File: src/rtl/mips_pkg.sv
// Shared MIPS definitions: HI/LO-class funct codes and the mul/div sequencer states.
package mips_pkg;

  localparam int unsigned XLEN = 32;

  localparam logic [5:0] F_MFHI  = 6'b010000;
  localparam logic [5:0] F_MTHI  = 6'b010001;
  localparam logic [5:0] F_MFLO  = 6'b010010;
  localparam logic [5:0] F_MTLO  = 6'b010011;
  localparam logic [5:0] F_MULT  = 6'b011000;
  localparam logic [5:0] F_MULTU = 6'b011001;
  localparam logic [5:0] F_DIV   = 6'b011010;
  localparam logic [5:0] F_DIVU  = 6'b011011;

  typedef enum logic [1:0] {
    IDLE = 2'd0,
    RUN  = 2'd1,
    FIX  = 2'd2
  } md_state_t;

  // True for the four iterative multiply/divide functs
  function automatic logic is_muldiv(input logic [5:0] f);
    return (f == F_MULT) || (f == F_MULTU) || (f == F_DIV) || (f == F_DIVU);
  endfunction

  // True for any instruction that touches HI/LO
  function automatic logic is_hilo(input logic [5:0] f);
    return is_muldiv(f) || (f == F_MFHI) || (f == F_MTHI) ||
           (f == F_MFLO) || (f == F_MTLO);
  endfunction

endpackage

File: src/rtl/md_iter_core.sv
// One iteration of unsigned shift-add multiply or restoring shift-subtract divide.
// Multiply: hi accumulates, lo holds the multiplier and collects product low bits.
// Divide:   hi is the partial remainder, lo holds the dividend and collects quotient bits.
module md_iter_core #(
  parameter int unsigned W = mips_pkg::XLEN
) (
  input  logic         is_div,
  input  logic [W-1:0] hi,
  input  logic [W-1:0] lo,
  input  logic [W-1:0] m,
  output logic [W-1:0] hi_nxt,
  output logic [W-1:0] lo_nxt
);

  logic [W:0] sum;
  logic [W:0] shifted;
  logic [W:0] diff;

  // Single accumulator step; a borrow in diff[W] means the trial subtract failed
  always_comb begin
    sum     = {1'b0, hi} + (lo[0] ? {1'b0, m} : {(W+1){1'b0}});
    shifted = {hi, lo[W-1]};
    diff    = shifted - {1'b0, m};
    if (is_div) begin
      if (!diff[W]) begin
        hi_nxt = diff[W-1:0];
        lo_nxt = {lo[W-2:0], 1'b1};
      end else begin
        hi_nxt = shifted[W-1:0];
        lo_nxt = {lo[W-2:0], 1'b0};
      end
    end else begin
      hi_nxt = sum[W:1];
      lo_nxt = {sum[0], lo[W-1:1]};
    end
  end

endmodule

File: src/rtl/mul_div_controller.sv
// Sequences the iterative mul/div datapath, owns HI/LO and raises the EX-stage stall.
module mul_div_controller #(
  parameter int unsigned XLEN  = mips_pkg::XLEN,
  parameter int unsigned CNT_W = $clog2(XLEN)
) (
  input  logic            clk,
  input  logic            rst_n,
  input  logic            start_i,
  input  logic [5:0]      funct_i,
  input  logic [XLEN-1:0] rs_val_i,
  input  logic [XLEN-1:0] rt_val_i,
  input  logic            flush_i,
  output logic            busy_o,
  output logic            stall_o,
  output logic            done_o,
  output logic            div_by_zero_o,
  output logic [XLEN-1:0] mf_data_o
);

  import mips_pkg::*;

  localparam int unsigned PW = 2 * XLEN;

  md_state_t        state_q, state_d;
  logic [CNT_W-1:0] count_q;
  logic [XLEN-1:0]  hi_q, lo_q;
  logic [XLEN-1:0]  acc_hi_q, acc_lo_q, m_q, rs_q;
  logic [XLEN-1:0]  core_hi, core_lo;
  logic             is_div_q, neg_q_q, neg_r_q;
  logic             accept, mt_write, busy_d, done_d, dbz_d;
  logic             op_signed, op_div, rs_neg, rt_neg;
  logic [XLEN-1:0]  rs_abs, rt_abs;
  logic [PW-1:0]    prod_fix;
  logic [XLEN-1:0]  quo_fix, rem_fix;

  md_iter_core #(.W(XLEN)) u_core (
    .is_div (is_div_q),
    .hi     (acc_hi_q),
    .lo     (acc_lo_q),
    .m      (m_q),
    .hi_nxt (core_hi),
    .lo_nxt (core_lo)
  );

  // Operand conditioning: magnitudes for the unsigned core plus result sign flags
  always_comb begin
    op_signed = (funct_i == F_MULT) || (funct_i == F_DIV);
    op_div    = (funct_i == F_DIV)  || (funct_i == F_DIVU);
    rs_neg    = op_signed & rs_val_i[XLEN-1];
    rt_neg    = op_signed & rt_val_i[XLEN-1];
    rs_abs    = rs_neg ? ('0 - rs_val_i) : rs_val_i;
    rt_abs    = rt_neg ? ('0 - rt_val_i) : rt_val_i;
  end

  // Sign fix-up of the raw core result, applied as HI/LO are committed
  always_comb begin
    prod_fix = neg_q_q ? (PW'(0) - {acc_hi_q, acc_lo_q}) : {acc_hi_q, acc_lo_q};
    quo_fix  = neg_q_q ? ('0 - acc_lo_q) : acc_lo_q;
    rem_fix  = neg_r_q ? ('0 - acc_hi_q) : acc_hi_q;
  end

  // Next-state and registered-output decode; flush overrides everything
  always_comb begin
    state_d  = state_q;
    accept   = 1'b0;
    mt_write = 1'b0;
    done_d   = 1'b0;
    if (flush_i) begin
      state_d = IDLE;
    end else begin
      case (state_q)
        IDLE: begin
          if (start_i && is_muldiv(funct_i)) begin
            accept  = 1'b1;
            state_d = RUN;
          end else if (start_i && ((funct_i == F_MTHI) || (funct_i == F_MTLO))) begin
            mt_write = 1'b1;
          end
        end
        RUN: begin
          if (count_q == CNT_W'(XLEN - 1)) state_d = FIX;
        end
        FIX: begin
          state_d = IDLE;
          done_d  = 1'b1;
        end
        default: state_d = IDLE;
      endcase
    end
    busy_d = (state_d != IDLE);
    dbz_d  = done_d & is_div_q & (m_q == '0);
  end

  // State register, iteration counter and status pulses
  always_ff @(posedge clk or negedge rst_n) begin
    if (!rst_n) begin
      state_q       <= IDLE;
      count_q       <= '0;
      busy_o        <= 1'b0;
      done_o        <= 1'b0;
      div_by_zero_o <= 1'b0;
    end else begin
      state_q       <= state_d;
      busy_o        <= busy_d;
      done_o        <= done_d;
      div_by_zero_o <= dbz_d;
      if (accept || flush_i) count_q <= '0;
      else if (state_q == RUN) count_q <= count_q + CNT_W'(1);
    end
  end

  // Working accumulator, operand latches and architectural HI/LO
  always_ff @(posedge clk or negedge rst_n) begin
    if (!rst_n) begin
      acc_hi_q <= '0;
      acc_lo_q <= '0;
      m_q      <= '0;
      rs_q     <= '0;
      is_div_q <= 1'b0;
      neg_q_q  <= 1'b0;
      neg_r_q  <= 1'b0;
      hi_q     <= '0;
      lo_q     <= '0;
    end else begin
      if (accept) begin
        acc_hi_q <= '0;
        acc_lo_q <= op_div ? rs_abs : rt_abs;
        m_q      <= op_div ? rt_abs : rs_abs;
        rs_q     <= rs_val_i;
        is_div_q <= op_div;
        neg_q_q  <= rs_neg ^ rt_neg;
        neg_r_q  <= rs_neg;
      end else if ((state_q == RUN) && !flush_i) begin
        acc_hi_q <= core_hi;
        acc_lo_q <= core_lo;
      end

      if (mt_write) begin
        if (funct_i == F_MTHI) hi_q <= rs_val_i;
        else                   lo_q <= rs_val_i;
      end else if (done_d) begin
        if (!is_div_q) begin
          {hi_q, lo_q} <= prod_fix;
        end else if (m_q == '0) begin
          hi_q <= rs_q;
          lo_q <= '1;
        end else begin
          hi_q <= rem_fix;
          lo_q <= quo_fix;
        end
      end
    end
  end

  // Move-from read port and hazard stall are combinational
  assign mf_data_o = (funct_i == F_MFHI) ? hi_q : lo_q;
  assign stall_o   = start_i & busy_o & is_hilo(funct_i) & ~flush_i;

endmodule
File: config.mk
export PLATFORM = sky130hd
export DESIGN_NAME = mul_div_controller
export DESIGN_NICKNAME = d
export VERILOG_FILES = /design/src/rtl/mips_pkg.sv /design/src/rtl/md_iter_core.sv /design/src/rtl/mul_div_controller.sv
export SDC_FILE = /design/constraint.sdc
export NUM_CORES = 1
export LEC_CHECK = 0
export CAP_MARGIN = 0
export CELL_PAD_IN_SITES_DETAIL_PLACEMENT = 1
export CELL_PAD_IN_SITES_GLOBAL_PLACEMENT = 2
export CORE_ASPECT_RATIO = 0.75
export CORE_UTILIZATION = 39
export DETAILED_ROUTE_END_ITERATION = 8
export PLACE_DENSITY = 0.93
export SLEW_MARGIN = 20
export SYNTH_ARGS = -nofsm -noshare
export SYNTH_HDL_FRONTEND = slang
export SYNTH_SLANG_ARGS = --single-unit
File: constraint.sdc
create_clock -name clk -period 7.5 [get_ports clk]
set_input_delay 1.5 -clock clk [delete_from_list [all_inputs] [get_ports clk]]
set_output_delay 1.5 -clock clk [all_outputs]
set_load 0.05 [all_outputs]
After elaboration in Yosys (flattened, before gate mapping)
Index checks and enable logic that the tools add are counted.
{"block": "classes", "addsub": 8, "mul": 0, "div_mod_pow": 0, "order_cmp": 0, "eq_ne": 13, "shifts": 0, "muxes": 42, "bitwise": 9, "reduce_logical": 23}
{"operator": "two-way mux 32 bit", "count": 25}
{"operator": "subtractor 1 x 32 -> 32 bit, first input constant", "count": 4}
{"operator": "two-way mux 64 bit", "count": 1}
{"operator": "subtractor 1 x 64 -> 64 bit, first input constant", "count": 1}
{"operator": "equality test 6 x 5 -> 1 bit, second input constant", "count": 8}
{"operator": "adder 32 x 33 -> 33 bit", "count": 1}
{"operator": "subtractor 33 x 32 -> 33 bit", "count": 1}
{"operator": "zero test 32 bit", "count": 1}
{"operator": "logical OR 1 bit", "count": 11}
{"operator": "two-way mux 1 bit", "count": 10}
{"operator": "two-way mux 5 bit", "count": 2}
{"operator": "nonzero test 2 bit", "count": 4}
{"operator": "AND 1 bit", "count": 7}
{"operator": "two-way mux 2 bit", "count": 3}
{"operator": "adder 5 x 1 -> 5 bit, second input constant", "count": 1}
{"operator": "equality test 5 bit, second input constant", "count": 1}
{"operator": "one-hot mux 2 bit (2 select lines)", "count": 1}
{"operator": "AND reduction 2 bit", "count": 2}
{"operator": "logical AND 1 bit", "count": 3}
{"operator": "equality test 2 x 1 -> 1 bit, second input constant", "count": 1}
{"operator": "equality test 2 bit, second input constant", "count": 1}
{"operator": "zero test 2 bit", "count": 1}
{"operator": "inequality test 2 x 1 -> 1 bit, second input constant", "count": 1}
{"operator": "inequality test 2 bit, second input constant", "count": 1}
{"operator": "other kinds (3)", "count": 3}
{"block": "word_totals", "register_bits": 205, "latchBits": 0, "ram_bits": 0, "mem_bits_ro": 0, "inputBits": 74, "out_inout_bits": 36, "word_cells": 109, "n_memories": 0}

Depth between registers and ports, before layout
{"block": "logic_depth", "ltp_word": 10, "depth_mapped": 16, "depth_no_buf": 14}

Hierarchy
A second synthesis with hierarchy kept.
{"block": "unflattened", "cells_unflattened": 2302, "area_unflattened_um2": 18127.4}
{"module": "mul_div_controller", "instances": 1, "cells_each": 1614, "area_each_um2": 13306.5, "seq_area_each_um2": 5129.9}
{"module": "md_iter_core", "instances": 1, "cells_each": 688, "area_each_um2": 4820.9, "seq_area_each_um2": 0.0}

Worst setup path before layout
OpenSTA, ideal clock, no wires.
{"block": "synth_timing", "path_kind": "input port to output port", "from": "input funct_i[0]", "to": "output mf_data_o[10]", "t_arrival_ps": 2882, "required_time_ps": 6000, "setup_slack_ps": 3118, "stages": 4, "n_path_buf": 1, "path_cell_list": "nor4b_1 nand2_1 buf_1 mux2_2"}
{"block": "synth_via", "elab_chain_cells": 2}
{"element": "from (decl)", "line_no": "mul_div_controller.sv:9", "source": "input logic [5:0] funct_i,"}
{"element": "equality test 6 x 5 -> 1 bit", "line_no": "mul_div_controller.sv:156", "source": "assign mf_data_o = (funct_i == F_MFHI) ? hi_q : lo_q;"}
{"element": "two-way mux 32 bit", "line_no": "mul_div_controller.sv:156"}
{"element": "to (decl)", "line_no": "mul_div_controller.sv:17", "source": "output logic [XLEN-1:0] mf_data_o"}
Every way passes these cells.

Worst setup path after layout
{"block": "layout_timing", "from": "input funct_i[0]", "to": "output mf_data_o[22]"}
The elaborated chain is that of the path after synthesis.

==> flow_summary.ini <==
[outcome]
status = complete, no violations

[drt]
dr_total_vias = 18120
antenna_left = 0
drc = 0
first_pass_iters = 5
drt-total-wl_mm = 73.72
drt_iter0_drc = 1632
drt-wirelength-per-cell_um = 25.55
vias_per_cell = 6.281

[sta]
fin_crit_ns = 5.844
skew_ns = 0.01698
max_clock_freq_mhz = 171.1
slew-limit-headroom = 0.2816
hold_viol = 0
worst_slew_pin_slew_ns = 1.075
rsz0062_at_grt = false
tns_ns = 0
finalSetupViolations = 0
period_share = 0.7792
finalMaxSlewViolations = 0

[critical_path]
required_ns = 6.00
r2r_slack_ns = 2.54
crit_type = in2out
start_kind = input port
path_max_fanout = 32
worstPathArrival_ns = 4.34
crit_path_end_kind = output pin

[final_layout]
final_cell_mix = nand2_1 (326), o21ai_0 (216), dfrtp_1 (203)
fin_area_um2 = 19820
area_growth_syn_to_layout_pct = 11.89
drive_above_1_share = 0.06440
final_util = 0.4428
nFillCells = 5443
layout_commonest_cell = nand2_1
nets = 2426

[yosys]
synth_area_per_cell_um2 = 7.749
synth.distinct_cells = 90
ys_ff_latch = 205
yosysTopAreaCell = dfrtp_1
syn-cell-area_um2 = 17710
synth_seq_area_share = 0.2896
synth_edf_count = 0
yosysWarnings = 0
synthFlopType = dfrtp_1
synth_cells = 2286
synthesis.nets = 2432
netlist.area_leader.share = 0.2896
async_reset_ff_frac = 1.000
ys_top_cells_by_area = dfrtp_1 (29%), nand2_1 (6.9%), o21ai_0 (6.1%)

[cts]
clk_latency_ns = 0.55
htree_levels = 1
cts-buffers-inserted = 25
cts-root-buf = clkbuf_16
cts.sinks = 205
postCtsSetupBuffers = 0
path_clk_slew_ns = 0.06
clockBufferDepth = 3
cts-resized-gates = 0
cts_tree = done
hold_buffers = 0

[global_routing]
grt_overflow = 0
grt.total_usage = 0.3158
grt_pass1_vias = 18260
grt_max_degree = 112
antenna_found_initial = 2
grt_pass1_wl_mm = 112.4

[flow_run]
drv_cap = 0

[placement]
placed_cell_area_um2 = 19010
routabilityCongestion = 0.9666
numPortBuffers = 109
hpwl_mm = 55.69

[power]
peakVddDrop_mv = 0.1712
finalPower_mw = 6.152
p_per_area_nw_per_um2 = 310.4
p_leak_nw = 8.369

[floorplan]
fp.dieH_um = 186.6
start_util = 0.3957
die_area_um2 = 46290
num_io_pins = 110
coreArea_um2 = 44770
rows = 67
die_x_um = 248.1

[min_path]
min_path_type = reg2reg
critical path, stage by stage:
cell and delay (ns):
clkdlybuf4s50_1 0.45, nor4b_1 0.76, nand2_1 0.19, buf_4 0.32
mux2_2 0.29, clkdlybuf4s50_1 0.81
report_power, final:
| part | switching, mW | leakage, nW | internal [mW] |
|---|---|---|---|
| logic | 1.89 | 5.32 | 1.18 |
| clock network | 0.550 | 0.389 | 0.697 |
| registers | 0.512 | 2.66 | 1.33 |
cell usage after synthesis (all sizes together) (5+ instances only):
| master | instances |
|---|---|
| buf | 32 |
| nor2b | 13 |
| and2 | 13 |
| nor3 | 50 |
| inv | 70 |
| a22oi | 18 |
| a211oi | 19 |
| nand2b | 25 |
| o211ai | 55 |
| or3 | 23 |
| xnor2 | 114 |
| or4 | 10 |
| a21o | 35 |
| or2 | 5 |
| a221o | 7 |
| o31ai | 24 |
| o21ai | 223 |
| nor2 | 194 |
| o21a | 11 |
| and3 | 14 |
| nand3 | 38 |
| a21oi | 184 |
| xor2 | 75 |
| o21bai | 7 |
| dfrtp | 205 |
| o22ai | 40 |
| mux2i | 60 |
| o221ai | 21 |
| ha | 70 |
| nand2 | 328 |
| clkbuf | 138 |
| o41ai | 13 |
| nand4 | 12 |
| mux2 | 35 |
| nor4 | 25 |
| a31oi | 21 |
metal layers:
metal | routed length [µm] | share of wire | vias up | track usage
met2 | 31540 | 0.43 | 704 | 0.4622
met4 | 2258 | 0.031 | 0 | 0.09099
met3 | 6080 | 0.082 | 115 | 0.05408
met5 | 0 | 0 | - | 0
li1 | - | - | 8152 | -
met1 | 33840 | 0.46 | 9149 | 0.4706
final timing paths:
kind / from / endpoint / cells past startpoint
setup / recovery: funct_i[0] / mf_data_o[22] / 6
hold / removal: rs_q[22]$_DFFE_PN0N_ / rs_q[22]$_DFFE_PN0N_ / 2
setup reg to reg: acc_lo_q[0]$_DFFE_PN0P_ / acc_hi_q[28]$_DFFE_PN0P_ / 13
hold reg to reg: rs_q[22]$_DFFE_PN0N_ / rs_q[22]$_DFFE_PN0N_ / 2
max in group asynchronous: rst_n / neg_q_q$_DFFE_PN0N_ / 2
min in group asynchronous: rst_n / rs_q[25]$_DFFE_PN0N_ / 1
sequential cells by signal, summed over array words and instances (netlist names):
signal	cells
acc_hi_q	32
acc_lo_q	32
busy_o	1
count_q	5
div_by_zero_o	1
done_o	1
hi_q	32
is_div_q	1
lo_q	32
m_q	32
neg_q_q	1
neg_r_q	1
rs_q	32
state_q	2
area by class of cell:
type	count	area, µm²	area share
Multi-Input combinational cell	1841	11580	0.5841
Timing Repair Buffer	137	1301	0.06565
Tap cell	586	733.2	0.03699
Antenna cell	1	2.502	0.0001263
Inverter	70	262.8	0.01326
Sequential cell	205	5135	0.2591
Clock buffer	29	650.6	0.03283
Clock inverter	16	158.9	0.008017
stage by stage:
stage | std cells | hold WS [ns] | setup slack (ns)
finish | 2885 | 0.4698 | 1.656
CTS | 2884 | 0.4766 | 1.738
global placement | 2839 | 0.4496 | 1.991
floorplan | 2286 | 0.4385 | 3.118
detailed placement | 2839 | 0.4601 | 1.741
global route | 2885 | 0.4951 | 1.568
logic make-up after synthesis:
family | count (synthesis) | share of synthesized area
AOI/OAI and AO/OA | 719 | 0.2512
and+or+nand+nor | 766 | 0.1984
xor gates and xnor gates | 189 | 0.09345
DFF | 205 | 0.2896
muxes | 95 | 0.05615
buffers and inverters | 240 | 0.05954
adders and majority gates | 72 | 0.05170
No activity file was read; power rests on OpenSTA's default activity.
